===== src/rtl/audio_dac_sched.sv =====
`default_nettype none
// ============================================================================
// Module      : audio_dac_sched
// Description : Stereo playback scheduler for the WM8978 serializer. It fetches
//               one L/R pair per LRC frame from two sources and counts underruns.
//               Optional build macro AUD_MIX_EN: sum both sources when both are valid.
// Revision    : 1.0 - initial release
// ============================================================================
module audio_dac_sched #(
    parameter int UCNT_W = 16
) (
    input  logic              aud_bclk,
    input  logic              sys_rst,
    input  logic              en,
    input  logic              aud_lrc,
    input  logic              tx_done,
    input  logic              src0_valid,
    input  logic [31:0]       src0_left,
    input  logic [31:0]       src0_right,
    output logic              src0_ready,
    input  logic              src1_valid,
    input  logic [31:0]       src1_left,
    input  logic [31:0]       src1_right,
    output logic              src1_ready,
    output logic [31:0]       dac_data,
    output logic              underrun,
    output logic [UCNT_W-1:0] underrun_cnt
);

    typedef enum logic [1:0] {
        ST_IDLE = 2'd0,
        ST_SYNC = 2'd1,
        ST_RUN  = 2'd2
    } state_t;

    state_t              r_state;
    logic [31:0]         r_dac_data;
    logic [31:0]         r_hold_r;
    logic                r_last_grant;
    logic                r_underrun;
    logic [UCNT_W-1:0]   r_underrun_cnt;

    logic                w_fetch;
    logic                w_load_r;
    logic                w_fetching;
    logic                w_any;
    logic                w_both;
    logic                w_sel1;
    logic                w_gnt0;
    logic                w_gnt1;
    logic                w_lg_upd;
    logic [31:0]         w_left;
    logic [31:0]         w_right;

    assign w_fetch    = tx_done & aud_lrc;
    assign w_load_r   = tx_done & ~aud_lrc;
    // The IDLE->SYNC edge is itself the first fetch of the new playback run.
    assign w_fetching = w_fetch & en & ((r_state == ST_IDLE) | (r_state == ST_RUN));
    assign w_any      = src0_valid | src1_valid;
    assign w_both     = src0_valid & src1_valid;
    assign w_sel1     = src1_valid & (~src0_valid | ~r_last_grant);

`ifdef AUD_MIX_EN
    function automatic logic [31:0] sat_add(input logic [31:0] a, input logic [31:0] b);
        logic [32:0] s;
        s = {a[31], a} + {b[31], b};
        if (s[32] != s[31])
            return s[32] ? 32'h8000_0000 : 32'h7FFF_FFFF;
        return s[31:0];
    endfunction

    assign w_gnt0   = src0_valid & (w_both | ~w_sel1);
    assign w_gnt1   = src1_valid & (w_both | w_sel1);
    assign w_lg_upd = ~w_both;
    assign w_left   = w_both ? sat_add(src0_left, src1_left)
                             : (w_sel1 ? src1_left : src0_left);
    assign w_right  = w_both ? sat_add(src0_right, src1_right)
                             : (w_sel1 ? src1_right : src0_right);
`else
    assign w_gnt0   = src0_valid & ~w_sel1;
    assign w_gnt1   = w_sel1;
    assign w_lg_upd = 1'b1;
    assign w_left   = w_sel1 ? src1_left  : src0_left;
    assign w_right  = w_sel1 ? src1_right : src0_right;
`endif

    assign src0_ready   = w_fetching & w_gnt0;
    assign src1_ready   = w_fetching & w_gnt1;
    assign dac_data     = r_dac_data;
    assign underrun     = r_underrun;
    assign underrun_cnt = r_underrun_cnt;

    always_ff @(posedge aud_bclk or posedge sys_rst) begin
        if (sys_rst) begin
            r_state        <= ST_IDLE;
            r_dac_data     <= 32'd0;
            r_hold_r       <= 32'd0;
            r_last_grant   <= 1'b1;
            r_underrun     <= 1'b0;
            r_underrun_cnt <= '0;
        end else begin
            r_underrun <= 1'b0;

            if (w_fetching) begin
                if (w_any) begin
                    r_dac_data <= w_left;
                    r_hold_r   <= w_right;
                    if (w_lg_upd)
                        r_last_grant <= w_sel1;
                end else begin
                    r_dac_data <= 32'd0;
                    r_hold_r   <= 32'd0;
                    r_underrun <= 1'b1;
                    if (r_underrun_cnt != {UCNT_W{1'b1}})
                        r_underrun_cnt <= r_underrun_cnt + UCNT_W'(1);
                end
            end

            case (r_state)
                ST_IDLE: begin
                    if (w_fetch && en)
                        r_state <= ST_SYNC;
                end
                ST_SYNC: begin
                    r_state <= ST_RUN;
                end
                ST_RUN: begin
                    if (w_fetch && !en) begin
                        r_state    <= ST_IDLE;
                        r_dac_data <= 32'd0;
                        r_hold_r   <= 32'd0;
                    end else if (w_load_r) begin
                        r_dac_data <= r_hold_r;
                    end
                end
                default: begin
                    r_state <= ST_IDLE;
                end
            endcase
        end
    end

endmodule
`default_nettype wire


===== config.mk =====
export PLATFORM = sky130hd
export DESIGN_NAME = audio_dac_sched
export DESIGN_NICKNAME = d
export VERILOG_FILES = /design/src/rtl/audio_dac_sched.sv
export SDC_FILE = /design/constraint.sdc
export NUM_CORES = 1
export LEC_CHECK = 0
export BUFFER_PORTS_ARGS = -buffer_cell sky130_fd_sc_hd__buf_4
export CORE_MARGIN = 2
export CORE_UTILIZATION = 48
export CTS_BUF_LIST = sky130_fd_sc_hd__clkbuf_16
export CTS_CLUSTER_DIAMETER = 150
export DETAILED_ROUTE_END_ITERATION = 16
export PLACE_DENSITY = 0.78
export SYNTH_ARGS = -nofsm -noshare
export SYNTH_HDL_FRONTEND = slang
export SYNTH_SLANG_ARGS = --single-unit

===== constraint.sdc =====
create_clock -name aud_bclk -period 3.3 [get_ports aud_bclk]
set_clock_uncertainty 0.2 [all_clocks]
set_input_delay 0.66 -clock aud_bclk [delete_from_list [all_inputs] [get_ports aud_bclk]]
set_output_delay 0.66 -clock aud_bclk [all_outputs]
set_load 0.005 [all_outputs]

# == After elaboration in Yosys (flattened, before gate mapping) ==
# Cells that the tools add are included.
# classes
addsub,1
mul,0
n_div,0
order_cmp,0
eq_ne,5
n_shift,0
muxes,16
n_bitwise,16
reduce_logical,7
# op_table
operator,n
$mux 32,11
$add 16x1->16 const B,1
$ne 16x16->1 const B,1
$and 1x1->1,8
$pmux 2 s3,1
$not 1->1,5
$mux 2,2
$ne 2x1->1 const B,2
$reduce_and 2->1,2
$or 1x1->1,3
$reduce_and 3->1,1
$eq 2x1->1 const B,1
$eq 2x2->1 const B,1
$logic_and 1x1->1,2
$logic_not 2->1,1
$mux 1,2
$logic_not 1->1,1
# word_totals
regBits,84
latchBits,0
ram_bits,0
romBits,0
input_bits,135
out_inout_bits,51
mem_count,0

# == Logic depth before layout (Yosys ltp) ==
# Gate-level depths: netlist of the first run.
# logic_depth
word_depth,9
ltp_mapped,6
mapped_depth_nobuf,5

# == Least setup slack after synthesis of the first run ==
# OpenSTA, ideal clock, no wires.
# synth_timing
path_type,input port to output port
from,input src1_valid
to,output src0_ready
arrival_time_ns,1.393
required_time_ns,2.440
path_slack_ns,1.047
path_stages,4
n_path_buf,2
path_cell_list,a21boi_2 > buf_6 > buf_2 > nor3b_1
# synth_between
elab_chain_len,4
# synth_lines
item,line,text
start: declaration,21,"input logic src1_valid,"
$and 1x1->1,61,assign w_sel1 = src1_valid & (~src0_valid | ~r_last_grant);
$not 1->1,80,assign w_gnt0 = src0_valid & ~w_sel1;
$and 1x1->1,80,
$and 1x1->1,87,assign src0_ready = w_fetching & w_gnt0;
end: declaration,20,"output logic src0_ready,"
# Every way passes these cells.

# == Worst setup path after layout of the first run ==
# layout_timing
from,register r_state[0]
to,output src0_ready
# layout_between
elab_chain_len,4
# layout_lines
item,line,text
start: declaration,36,state_t r_state;
start signal: assignment,95,r_state <= ST_IDLE;
start signal: assignment,122,r_state <= ST_SYNC;
start signal: assignment,125,r_state <= ST_RUN;
$eq 2x2->1 / $logic_not 2->1 (equally long branches),58,assign w_fetching = w_fetch & en & ((r_state == ST_IDLE) | (r_state == ST_RUN));
$or 1x1->1 (*),58,
$and 1x1->1 (*),58,
$and 1x1->1 (*),87,
# Mark *: on every way between the ends. The rest lies on a longest branch, timed or not.

==> run summary, run 1 <==
After clock tree synthesis, the clock-pin slew on the worst setup and hold paths is 0.06 ns. Total iterations of the first detailed-routing run: 4. Most common flop cell mapped by yosys: sky130_fd_sc_hd__dfrtp_1.

Timing would allow up to 0.412 GHz. The logs give 84 for the number of clock sinks and 670 for the count of non-filler cells in the finished layout. In this run the clock root is driven by a sky130_fd_sc_hd__clkbuf_16.

Counting tap cells, the placed design contains a total of 656 instances. Combinational logic burns 28.8% of the power. The via count of the first global-routing pass is 3826, and the total count of hold-check failures in the final report is 0. The congestion estimate from routability-driven global placement came to 0.817. For the number of buffers inserted to repair setup after CTS, the log shows 0. Hold repair after CTS inserted 0 buffers.

Of all flip-flops after synthesis, the portion carrying an async set or reset was 100%. Port buffering added 185 buffers. Entering global routing, the biggest net connects 44 pins. Prior to clock tree synthesis, the placed netlist has a worst setup slack of 0.768 ns. The number of nets still failing antenna checks after routing is 0. The maximum fanout count along the critical path was 14. The flow ran to the end, and the final reports show no timing, DRC or antenna violations.

For the sequential cell area in the final layout, the log shows 2100 µm². The row count was 34. In this run the standard cell core region covers 8680 µm². Cell with the biggest individual delay on the critical path: sky130_fd_sc_hd__dfrtp_1.

Synthesis inferred 84 register bits. The kind of cell with the highest combined delay along the critical path is flip-flops. Cell area power density: 558 nW/µm². For the final antenna diode count, the log shows 0. The synthesized netlist occupies a cell area of 4270 µm². The full die area was 9670 µm². The clock period could shrink to 2.43 ns. On the worst path, the slowest cell contributes a delay of 0.46 ns.

For the count of pins on the block boundary, the log shows 186. The routed layout has 3782 vias. The run gives 107 as the DRC violation total after the first TritonRoute iteration. The switching part of the total power is 28.0%, and the number of distinct standard cells referenced by the synthesized netlist is 43.

Setup violations remaining at the end of the flow were counted as 0. After the last flow step, the layout net total stands at 695. The tools report the data arrival at the endpoint of the critical path as 1.57 ns.

For the number of buffers created by CTS, the log shows 9. The tightest min-delay check is of the in -> async type. The commonest non-fill, non-tap cell in the layout is sky130_fd_sc_hd__buf_4.

In this run the static leakage power is 3.07 nW. The clock network burns 27.8% of the power. Global routing consumed, on the met3 layer, 3.58% of the routing resources. Final sum of negative setup slack: 0 ns. The top cell types in the final layout, fill and taps aside, are 195 x sky130_fd_sc_hd__buf_4, 83 x sky130_fd_sc_hd__dfrtp_1, 65 x sky130_fd_sc_hd__mux2i_1.

Measured against its own limit, the worst slew margin works out to 40.1%. The met1 track utilization from global routing was 29.7%; the height of the chip was 98.3 µm. Registers are responsible for 43.5% of the overall power.

The synthesized instance count was 381; the average size of a mapped cell was 11.2 µm². Walking the worst path, the cells encountered are nand4b_1 > buf_4 > nor3b_1 > buf_4. The run gives 8.20 mm as the HPWL after detailed placement.

The filler cells instantiated in the layout total 682. The area growth from synthesis to layout is 40.8%. The number of flops mapped to enable cells by yosys came out at 0. Critical path launch point type: a flip-flop. Number of antenna violations at the first check in global routing: 0.

By startpoint and endpoint, the worst setup path is classified as reg -> out. For the worst setup path, the data required time is 2.44 ns. The internal power contribution is 2.42 mW, and the net switching component of the power is 940 µW. met2 is the most crowded layer. Max-cap violations in this run came to 0. From left edge to right edge, the die measures 98.3 µm. Summing all multi-input logic gate instances after layout gives 2010 µm². The run gives 0.32 ns as the later-pin clock latency in the skew report.

The critical path capture point type was a primary output. The average via count per standard cell is 5.64, and the CTS H-tree depth is 3. The maximum VDD drop is 0.290 mV. TritonCTS built the clock tree.

The first-pass GRT wire length was 18.5 mm. The total buffers and inverters traversed by the critical path was 2; the clock tree buffer depth was 2. For the pin with the worst max-slew slack, the measured transition is 0.896 ns.

For the post-CTS resize count, the log shows 0. The synthesized netlist net count came out at 517. The remaining design rule violation count was 0. By instance count, the cell type seen most on the critical path is sky130_fd_sc_hd__buf_4. The residual overflow from global routing is 0.

For the total detailed-routing wirelength, the log shows 11.5 mm. Of the available clock period, the critical path in the final layout requires 73.6%. Yosys synthesis warning count: 0. The overall global routing resource usage was 23.8%.

Setup repair after global routing left no endpoint under its margin. The initial utilization of the core area, before any placement, comes to 49.2%. Of the cells placed in the final design, the portion with a size suffix greater than 1 is 39.1%. For this run, global-route usage on met2 was measured as 41.5%.

The average wire per cell in the routed design was 17.1 µm. Sequential elements use 49.3% of the synthesized area. The number of max-slew violations in the final report came out at 0. In the post-route analysis, the smallest setup slack over all paths is 0.871 ns.
==> synth_stat cells (2+ instances only) <==
cell                        count  area share, %
sky130_fd_sc_hd__dfrtp_1       83             49
sky130_fd_sc_hd__mux2i_1       65             15
sky130_fd_sc_hd__nor2_1        37            3.3
sky130_fd_sc_hd__a22oi_1       32            5.6
sky130_fd_sc_hd__a2bb2oi_1     32            6.6
sky130_fd_sc_hd__o21ai_1       30            3.5
sky130_fd_sc_hd__clkbuf_1      10           0.88
sky130_fd_sc_hd__buf_6          7            1.8
sky130_fd_sc_hd__nand2_1        7           0.62
sky130_fd_sc_hd__xor2_1         6            1.2
sky130_fd_sc_hd__buf_2          5           0.59
sky130_fd_sc_hd__nand3_1        5           0.59
sky130_fd_sc_hd__nand4_1        5           0.73
sky130_fd_sc_hd__and3_1         4           0.59
sky130_fd_sc_hd__buf_4          4           0.70
sky130_fd_sc_hd__nor4_1         4           0.59
sky130_fd_sc_hd__o21ai_0        4           0.47
sky130_fd_sc_hd__xnor2_1        4           0.82
sky130_fd_sc_hd__and2_1         3           0.44
sky130_fd_sc_hd__clkbuf_2       3           0.35
sky130_fd_sc_hd__nor3b_1        3           0.53
sky130_fd_sc_hd__a31oi_1        2           0.29
sky130_fd_sc_hd__and4_1         2           0.41
sky130_fd_sc_hd__inv_1          2           0.18
sky130_fd_sc_hd__mux2_1         2           0.53
sky130_fd_sc_hd__mux2_2         2           0.53
sky130_fd_sc_hd__o21a_1         2           0.35
==> logic make-up (layout without fill, tap and decap cells) <==
family,after synthesis,after routing,share of synthesized area (%)
compound gates,105,105,17.4
xor+xnor,10,10,2.05
mux,69,69,16.3
simple gates,81,81,10.2
flops,84,84,49.3
buf+inv,31,212,4.54
fa+ha+maj,1,1,0.293
==> flip-flops by register name, indices dropped and copies added (netlist names) <==
name,count
underrun_cnt,16
r_state,2
r_hold_r,32
underrun,1
r_last_grant,1
dac_data,32
==> through the flow <==
step | hold slack (ns) | utilization (%) | total power, mW | cell area [µm²]
4_1_cts | 0.259 | 69.3 | 3.39 | 6010
5_1_grt | 0.301 | 69.3 | 3.54 | 6010
3_3_place_gp | 0.291 | 66.2 | 2.41 | 5740
2_1_floorplan | 0.273 | - | 1.93 | 4270
3_5_place_dp | 0.296 | 66.2 | 2.45 | 5740
6_report | 0.247 | 69.3 | 3.36 | 6010
==> path summary, 6_finish.rpt <==
path / depth (start not counted) / end / startpoint / slack [ns]
setup / recovery: 4 / src0_ready / r_state[0] / 0.87
hold / removal: 2 / dac_data[1] / sys_rst / 0.25
setup reg to reg: 5 / r_hold_r[15] / r_state[0] / 1.18
hold reg to reg: 2 / dac_data[6] / r_hold_r[6] / 0.31
max in group asynchronous: 3 / r_last_grant / sys_rst / 1.90
min in group aud_bclk: 2 / dac_data[6] / r_hold_r[6] / 0.31
==> routing by layer <==
layer	vias up	share of wire (%)	wire length, µm
met1	1859	41	4670
met3	18	4.8	548
met5	-	0	0
met4	0	1.8	212
li1	1772	-	-
met2	133	53	6060
==> power groups by stage <==
stage	registers, mW	clock network, mW	logic (mW)
after floorplan	1.45	0	0.485
after global placement	1.46	0	0.947
after detailed placement	1.47	0	0.978
after CTS	1.46	0.954	0.980
after global routing	1.49	0.992	1.06
final	1.46	0.932	0.966
==> final cells by class <==
cell class              count  area share [%]
multi-input cells         266            33.5
repair buffers            196            24.7
clock buffers               9            3.74
well taps                 108            2.25
inverters                   2           0.146
clock inverters             5           0.770
flip-flops and latches     84            35.0
==> worst reg2reg max path, cell delays in order, from the launching register on <==
cell	delay (ns)
sky130_fd_sc_hd__dfrtp_1	0.48
sky130_fd_sc_hd__and4b_1	0.33
sky130_fd_sc_hd__o21ai_4	0.36
sky130_fd_sc_hd__buf_4	0.38
sky130_fd_sc_hd__a2bb2oi_1	0.20
sky130_fd_sc_hd__nor2_1	0.06
Note: power is estimated with default switching activity, not from simulation.
==> run 2: changes to the inputs <==
ABC_AREA = 1   (was default)
CORE_UTILIZATION = 45   (was 48)
PLACE_DENSITY = 0.74   (was 0.78)
clock period = 2 ns   (was 3.3 ns; I/O delays follow)
==> run 2 against run 1 <==
Compared with the run above: critical path depth is the same; die area up 19%; the run now ends with negative hold slack left; critical endpoint is now src1_ready; total power grew 59%; synthesized area grew 13%; utilization shrank 4.0 points; highest routed layer unchanged; synthesized cell count grew 98%; combinational power up 63%; largest cell class is now multi-input combinational cells; count of clock-buffer cells in the layout unchanged; first-iteration DRC count grew to 2.9 times the previous value.
==> run summary, run 2 <==
DRC violation total after the first TritonRoute iteration: 314 (was 107). For the finished layout, the period the worst path requires is 1.93 ns. The tools report the footprint of the multi-input gates as 2500 µm² (was 2010 µm²). The switching part of the total power is 30.8% (was 28.0%). The cell with the biggest individual delay on the critical path is sky130_fd_sc_hd__dfrtp_1 (unchanged). The internal power contribution came out at 3.69 mW (was 2.42 mW). The run gives 4 (unchanged) as the total iterations of the first detailed-routing run. The number of nets still failing antenna checks after routing came out at 0 (unchanged). Total count of hold-check failures in the final report: 7 (was 0). The average wire per cell in the routed design was 12.4 µm (was 17.1 µm).

The HPWL after detailed placement is 9.95 mm (was 8.20 mm). The logs give 21.7 mm (was 18.5 mm) for the first-pass GRT wire length and 890 (was 517) for the synthesized netlist net count. The tools report the number of buffers created by CTS as 9 (unchanged). The die extent in x is 107 µm (was 98.3 µm). The logs give 0 (unchanged) for the remaining design rule violation count and 10400 µm² (was 8680 µm²) for the area inside the core boundary. The fraction of layout instances using a drive strength above 1 was 25.6% (was 39.1%); the routability-driven placement congestion ratio was 0.829 (was 0.817). The quantity of I/O buffers inserted on ports works out to 185 (unchanged). TritonCTS built the clock tree.

The worst slew margin relative to its limit was 70.7% (was 40.1%); the placement-stage cell area was 6450 µm² (was 5740 µm²). The clock tree root driver cell is sky130_fd_sc_hd__clkbuf_16 (unchanged). The synthesized instance count is 754 (was 381). Final antenna diode count: 0 (unchanged). Dividing the final minimum period by the clock period gives 96.5%.

The logs give 6.68 mm (was 6.06 mm) for the total met2 wirelength after detailed routing and 0.33 ns (was 0.32 ns) for the later-pin clock latency in the skew report. The number of flops mapped to enable cells by yosys is 0 (unchanged). Commonest cells after routing, fill and taps aside: 521 x sky130_fd_sc_hd__nand2_1, 213 x sky130_fd_sc_hd__buf_4, 83 x sky130_fd_sc_hd__dfrtp_1 (was 195 x sky130_fd_sc_hd__buf_4, 83 x sky130_fd_sc_hd__dfrtp_1, 65 x sky130_fd_sc_hd__mux2i_1). Worst-margin pin slew: 0.439 ns (was 0.896 ns).

For the pin count of the biggest net entering global routing, the log shows 85 (was 44). The total buffers and inverters traversed by the critical path works out to 2 (unchanged). The path type of the worst setup path was reg -> out (unchanged). For the number of clock sinks, the log shows 84 (unchanged). The data arrival at the endpoint of the critical path is 1.33 ns (was 1.57 ns). Timing would allow up to 0.518 GHz. The core occupancy in the finished layout is 65.3% (was 69.3%), and the layout overhead on the synthesized area is 40.5% (was 40.8%). The register clock-pin slew on the reported worst setup and hold paths is 0.06 ns (about the same). The full die area is 11600 µm² (was 9670 µm²). Most common flop cell mapped by yosys: sky130_fd_sc_hd__dfrtp_1 (unchanged). The count of pins on the block boundary was 186 (unchanged); the total setup violations reported at the end of the flow was 0 (unchanged). The average via count per standard cell came out at 4.75 (was 5.64). Highest routing layer actually used: met4 (unchanged).

The tools report the share of power burned in the clock network as 27.9% (was 27.8%). The count of filler cells inserted in the layout was 962 (was 682). The largest delay contributor family on the critical path is simple AND/OR/NAND/NOR gates (was flip-flops). Commonest cells in the netlist: 523 x sky130_fd_sc_hd__nand2_1, 83 x sky130_fd_sc_hd__dfrtp_1, 32 x sky130_fd_sc_hd__a21oi_1, 24 x sky130_fd_sc_hd__nor2_1 (was 83 x sky130_fd_sc_hd__dfrtp_1, 65 x sky130_fd_sc_hd__mux2i_1, 37 x sky130_fd_sc_hd__nor2_1, 32 x sky130_fd_sc_hd__a22oi_1, 32 x sky130_fd_sc_hd__a2bb2oi_1). Commonest non-fill, non-tap cell in the layout: sky130_fd_sc_hd__nand2_1 (was sky130_fd_sc_hd__buf_4). Setup repair after global routing left no endpoint under its margin.

For the total detailed-routing wirelength, the log shows 13.5 mm (was 11.5 mm). The residual overflow from global routing is 0 (unchanged). Cell area power density: 788 nW/µm² (was 558 nW/µm²). The tools report the net switching component of the power as 1.64 mW (was 940 µW). The share of synthesized registers carrying an async set or reset is 100% (unchanged).

The average size of a mapped cell was 6.39 µm² (was 11.2 µm²). The logs give 754 µm (was 548 µm) for the sum of met3 wire segment lengths after detailed routing and 2 (unchanged) for the clock tree buffer depth. The final hold slack is -0.0117 ns (was 0.247 ns). The logs give 3 (unchanged) for the CTS H-tree depth and 0.404 mV (was 0.290 mV) for the maximum VDD drop. The summed area of non-filler cells in the final layout was 6770 µm² (was 6010 µm²). The largest area contributor in the synthesized netlist was sky130_fd_sc_hd__dfrtp_1 (unchanged).

The via count of the first global-routing pass is 4720 (was 3826), and the total number of vias is 5151 (was 3782). The maximum fanout count along the critical path is 9 (was 14), and the sequential cell area in the final layout is 2100 µm² (unchanged). The area share of the leading cell type in the synthesized netlist came out at 43.1% (was 48.6%). The run gives 0 (unchanged) as the number of max-slew violations in the final report.

Most area-consuming cells after synthesis: sky130_fd_sc_hd__dfrtp_1 43%, sky130_fd_sc_hd__nand2_1 41%, sky130_fd_sc_hd__a21oi_1 3.3% (was sky130_fd_sc_hd__dfrtp_1 49%, sky130_fd_sc_hd__mux2i_1 15%, sky130_fd_sc_hd__a2bb2oi_1 6.6%). The total leakage power came out at 3.83 nW (was 3.07 nW). The height of the chip works out to 107 µm (was 98.3 µm).

The row count is 37 (was 34), and the number of synthesized register bits is 84 (unchanged). The number of maximum-capacitance violations came out at 0 (unchanged). The mapped cell area came out at 4820 µm² (was 4270 µm²). The run finished, with violations left. The share of the yosys chip area belonging to registers was 43.7% (was 49.3%). Sequential share of power: 42.7% (was 43.5%). Relative contribution of combinational cells to total power: 29.5% (was 28.8%). The worst min-delay path class was in -> async (unchanged). The final sum of negative setup slack came out at 0 ns (unchanged). Leading cell type by number of instances after synthesis: sky130_fd_sc_hd__nand2_1 (was sky130_fd_sc_hd__dfrtp_1). The number of nets in the final layout is 1080 (was 695).

The effective utilization at floorplan came out at 46.5% (was 49.2%). The critical path capture point type was a primary output (unchanged). The checks that failed: negative hold slack. The critical path launch point type was a flip-flop (unchanged). The largest stage delay on the critical path is 0.36 ns (was 0.46 ns), and the number of buffers inserted by hold repair at cts is 0 (unchanged).

The number of distinct standard cells referenced by the synthesized netlist was 24 (was 43); the yosys synthesis warning count was 0 (unchanged). The logs give 23.4% (was 23.8%) for the overall global routing resource usage and 5.76 mm (was 4.67 mm) for the total routed wire length on the met1 layer. The worst endpoint required time is 1.40 ns (was 2.44 ns).

Cells along the critical path: inv_1 > nand4_4 > nor2_2 > buf_4 (was nand4b_1 > buf_4 > nor3b_1 > buf_4). For the number of antenna violations at the first check in global routing, the log shows 0 (unchanged).
==> run 2: changes by cell type in the layout (fill, tap and decap cells not counted), sizes merged, moves of 10 or more <==
cell / delta
inv: +16
a2bb2oi: -32
nor2: -10
mux2i: -65
buf: +20
nand2: +515
o21ai: -26
a22oi: -32
a21oi: +31
==> run 2: through the flow <==
stage          setup slack, ns  hold WS, ns  power, mW  std cells
2_1_floorplan            0.189        0.227       3.06        754
3_3_place_gp             0.216        0.239       3.82       1064
3_5_place_dp             0.182        0.246       3.87       1064
4_1_cts                0.00731      0.00990       5.38       1080
5_1_grt                0.00905       0.0320       5.71       1085
6_report                0.0703      -0.0117       5.33       1085
==> run 2: timing repair <==
action                     CTS  global route
pin swaps                    0             2
setup buffers                0             5
resized for setup            2             1
setup endpoints to repair    2             2
cloned                       0             0
==> run 2: power by group through the flow <==
stage / Clock (mW) / Combinational [mW] / Sequential, mW
after global routing: 1.60 / 1.78 / 2.32
after floorplan: 0 / 0.774 / 2.28
after CTS: 1.53 / 1.58 / 2.28
final: 1.49 / 1.57 / 2.28
after global placement: 0 / 1.54 / 2.29
after detailed placement: 0 / 1.57 / 2.30
==> run 2: final timing paths <==
path	slack, ns	endpoint	startpoint	cells past startpoint
setup / recovery	0.07	src1_ready	r_state[0]	4
hold / removal	-0.01	dac_data[11]	sys_rst	3
setup reg to reg	0.18	underrun_cnt[15]	underrun_cnt[0]	8
hold reg to reg	0.26	r_state[0]	r_state[1]	1
max in group asynchronous	1.25	r_last_grant	sys_rst	3
min in group aud_bclk	0.21	r_hold_r[29]	src0_right[29]	5
==> run 2: cell type report <==
cell class                 count  share of cell area [%]
multi-input combinational    616                    36.9
sequential                    84                    31.1
timing repair buffer         216                    24.5
clock buffer                   9                    3.33
tap                          136                    2.51
inverter                      17                   0.998
clock inverter                 7                   0.647
==> run 2: logic make-up (layout without fill, tap and decap cells) <==
logic type                 after synthesis  count (layout)  share of synthesized area (%)
AOI/OAI and AO/OA                       42              42                           4.70
adders and majority gates                1               1                          0.260
buffers and inverters                   54             249                           4.88
and+or+nand+nor                        566             566                           45.2
DFF                                     84              84                           43.7
xor gates and xnor gates                 7               7                           1.27
==> run 2: metal layers <==
metal | vias up | GRT usage (%)
met5 | - | 0
met4 | 0 | 8.06
met3 | 19 | 3.27
met2 | 143 | 41.3
met1 | 2312 | 29.4
li1 | 2677 | -
==> run 2: tightest hold or removal path, delay by kind of cell <==
kind / cells / cell delay, ns
buffers and inverters: 3 / 0.54
==> run 3: changes to the inputs <==
BUFFER_PORTS_ARGS = -buffer_cell sky130_fd_sc_hd__buf_2   (was -buffer_cell sky130_fd_sc_hd__buf_4)
==> run 3 against run 2 <==
Compared with the run above: the flow still finishes with violations (negative hold slack); non-clock buffer count shrank 2; critical path depth increased by 1; global-route usage down 0.96 points; worst hold slack worse by 0.0051 ns; total power is 2.3% lower; clock power up 7%; critical endpoint unchanged; largest power group unchanged; highest routed layer unchanged.
==> run summary, run 3 (synthesis results as in run 2) <==
The average via count per standard cell was 4.66 (was 4.75); the number of nets still failing antenna checks after routing was 0 (unchanged). The flow ran to the end, but the final reports show violations. The number of buffers created by CTS came out at 9 (unchanged). The height of the chip works out to 107 µm (unchanged). The number of clock sinks was 84 (unchanged); the worst-margin pin slew was 0.455 ns (was 0.439 ns).

Commonest cells after routing, fill and taps aside: 522 x sky130_fd_sc_hd__nand2_1, 185 x sky130_fd_sc_hd__buf_2, 83 x sky130_fd_sc_hd__dfrtp_1 (was 521 x sky130_fd_sc_hd__nand2_1, 213 x sky130_fd_sc_hd__buf_4, 83 x sky130_fd_sc_hd__dfrtp_1). Internal power contribution: 3.63 mW (was 3.69 mW). Count of pins on the block boundary: 186 (unchanged).

For the worst slew margin relative to its limit, the log shows 69.7% (was 70.7%). The tools report the sequential share of power as 43.2% (was 42.7%). The path type of the worst setup path was reg -> out (unchanged).

The tools report the critical path launch point type as a flip-flop (unchanged). TritonCTS built the clock tree. The maximum fanout count along the critical path is 4 (was 9), and the average wire per cell in the routed design is 11.7 µm (was 12.4 µm).

The tools report the CTS H-tree depth as 3 (unchanged). The logs give 0 (unchanged) for the remaining design rule violation count and 211 (was 314) for the DRC violation total after the first TritonRoute iteration. For the total leakage power, the log shows 3.71 nW (was 3.83 nW). The final sum of negative setup slack was 0 ns (unchanged); the total number of vias was 5042 (was 5151). The number of antenna violations at the first check in global routing was 0 (unchanged); the cell area power density was 826 nW/µm² (was 788 nW/µm²). Number of max-slew violations in the final report: 0 (unchanged).

The full die area is 11600 µm² (unchanged). The commonest non-fill, non-tap cell in the layout was sky130_fd_sc_hd__nand2_1 (unchanged). The clock tree root driver cell was sky130_fd_sc_hd__clkbuf_16 (unchanged). The fraction of layout instances using a drive strength above 1 came out at 25.2% (was 25.6%).

The share of power burned in the clock network is 30.4% (was 27.9%). The die extent in x works out to 107 µm (unchanged). The logs give 46.5% (unchanged) for the effective utilization at floorplan and 37 (unchanged) for the row count. The core occupancy in the finished layout was 60.8% (was 65.3%); the via count of the first global-routing pass was 4649 (was 4720). The logs give 1.40 ns (about the same) for the worst endpoint required time and 4 (unchanged) for the total iterations of the first detailed-routing run. The logs give -0.0167 ns (was -0.0117 ns) for the final hold slack and 1078 (was 1080) for the number of nets in the final layout.

For the final antenna diode count, the log shows 0 (unchanged). Relative contribution of combinational cells to total power: 26.3% (was 29.5%). The layout overhead on the synthesized area is 31.0% (was 40.5%), and the count of filler cells inserted in the layout is 1070 (was 962). The run gives 10400 µm² (unchanged) as the area inside the core boundary. Setup repair after global routing left no endpoint under its margin. The clock tree buffer depth was 2 (unchanged).

Violated checks: negative hold slack (unchanged). For the HPWL after detailed placement, the log shows 9.20 mm (was 9.95 mm). The footprint of the multi-input gates was 2500 µm² (about the same); the switching part of the total power was 30.3% (was 30.8%). The total buffers and inverters traversed by the critical path was 2 (unchanged).

Worst min-delay path class: in -> async (unchanged). The net switching component of the power is 1.58 mW (was 1.64 mW). The largest delay contributor family on the critical path is flip-flops (was simple AND/OR/NAND/NOR gates). The first-pass GRT wire length was 21.0 mm (was 21.7 mm); the fraction of the cycle the final worst path needs was 95.4% (was 96.5%). Register clock-pin slew on the reported worst setup and hold paths: 0.06 ns (about the same). Data arrival at the endpoint of the critical path: 1.31 ns (was 1.33 ns). Cells along the critical path: nand2_1 > nand2_4 > buf_8 > nor2_1 > buf_2 (was inv_1 > nand4_4 > nor2_2 > buf_4). Total detailed-routing wirelength: 12.7 mm (was 13.5 mm).

The total count of hold-check failures in the final report is 11 (was 7), and the residual overflow from global routing is 0 (unchanged). The total setup violations reported at the end of the flow came out at 0 (unchanged). The critical path capture point type was a primary output (unchanged).

The largest stage delay on the critical path was 0.52 ns (was 0.36 ns); the peak clock frequency supported by timing was 0.524 GHz (was 0.518 GHz). For the number of maximum-capacitance violations, the log shows 0 (unchanged). The later-pin clock latency in the skew report is 0.32 ns (was 0.33 ns), and the routability-driven placement congestion ratio is 0.778 (was 0.829). The post-route minimum period is 1.91 ns (was 1.93 ns), and the number of buffers inserted by hold repair at cts is 0 (unchanged). Cell with the biggest individual delay on the critical path: sky130_fd_sc_hd__dfstp_2 (was sky130_fd_sc_hd__dfrtp_1).

The quantity of I/O buffers inserted on ports is 185 (unchanged). The overall global routing resource usage came out at 22.5% (was 23.4%). The run gives 85 (unchanged) as the pin count of the biggest net entering global routing.

The maximum VDD drop came out at 0.422 mV (was 0.404 mV). The tools report the sequential cell area in the final layout as 2100 µm² (unchanged).
## run 3: repair_timing
item / CTS / global route
setup buffers: 2 / 2
pin swaps: 0 / 1
endpoints found under the setup margin: 1 / 1
gates resized for setup: 2 / 1
## run 3: final cells by class
type	instances	area share, %
inverter	17	1.07
tap	136	2.70
sequential	84	33.3
timing repair buffer	214	18.8
clock buffer	9	3.57
multi-input combinational	616	39.6
clock inverter	7	0.932
## run 3: final timing paths
check                               startpoint           end  slack (ns)  cells after the start
worst max-delay path              r_last_grant    src1_ready        0.09                      5
worst min-delay path                   sys_rst  dac_data[13]       -0.02                      3
worst max register to register    r_last_grant  dac_data[23]        0.22                     11
worst min register to register    r_hold_r[12]  dac_data[12]        0.27                      2
max in group asynchronous              sys_rst  r_last_grant        1.24                      3
min in group aud_bclk           src1_right[29]  r_hold_r[29]        0.20                      5
## run 3: power by group through the flow
stage / logic (mW) / registers, mW / clock network (mW)
after floorplan: 0.774 / 2.28 / 0
after global placement: 1.36 / 2.27 / 0
after detailed placement: 1.38 / 2.28 / 0
after CTS: 1.39 / 2.25 / 1.62
after global routing: 1.59 / 2.30 / 1.69
final: 1.37 / 2.25 / 1.59
## run 3: tightest hold or removal path: stages
cell                         delay, ns
sky130_fd_sc_hd__buf_2            0.11
sky130_fd_sc_hd__clkinvlp_4       0.07
sky130_fd_sc_hd__buf_12           0.35
## run 3: through the flow
| stage | std cells | power [mW] | area (µm²) | setup WS, ns | hold slack [ns] |
|---|---|---|---|---|---|
| global placement | 1063 | 3.63 | 5980 | 0.266 | 0.256 |
| detailed placement | 1063 | 3.66 | 5980 | 0.246 | 0.251 |
| floorplan | 754 | 3.06 | 4820 | 0.189 | 0.227 |
| finish | 1083 | 5.21 | 6310 | 0.0924 | -0.0167 |
| CTS | 1081 | 5.26 | 6290 | 0.0168 | 0.0148 |
| global route | 1083 | 5.58 | 6310 | 0.0244 | 0.00929 |
## run 3: routing by layer
metal  global-route usage, %  routed length (µm)  vias to the layer above
met1                    28.4                5650                     2224
met4                    6.14                 184                        0
li1                        -                   -                     2674
met2                    39.9                6140                      130
met5                       0                   0                        -
met3                    3.51                 693                       14
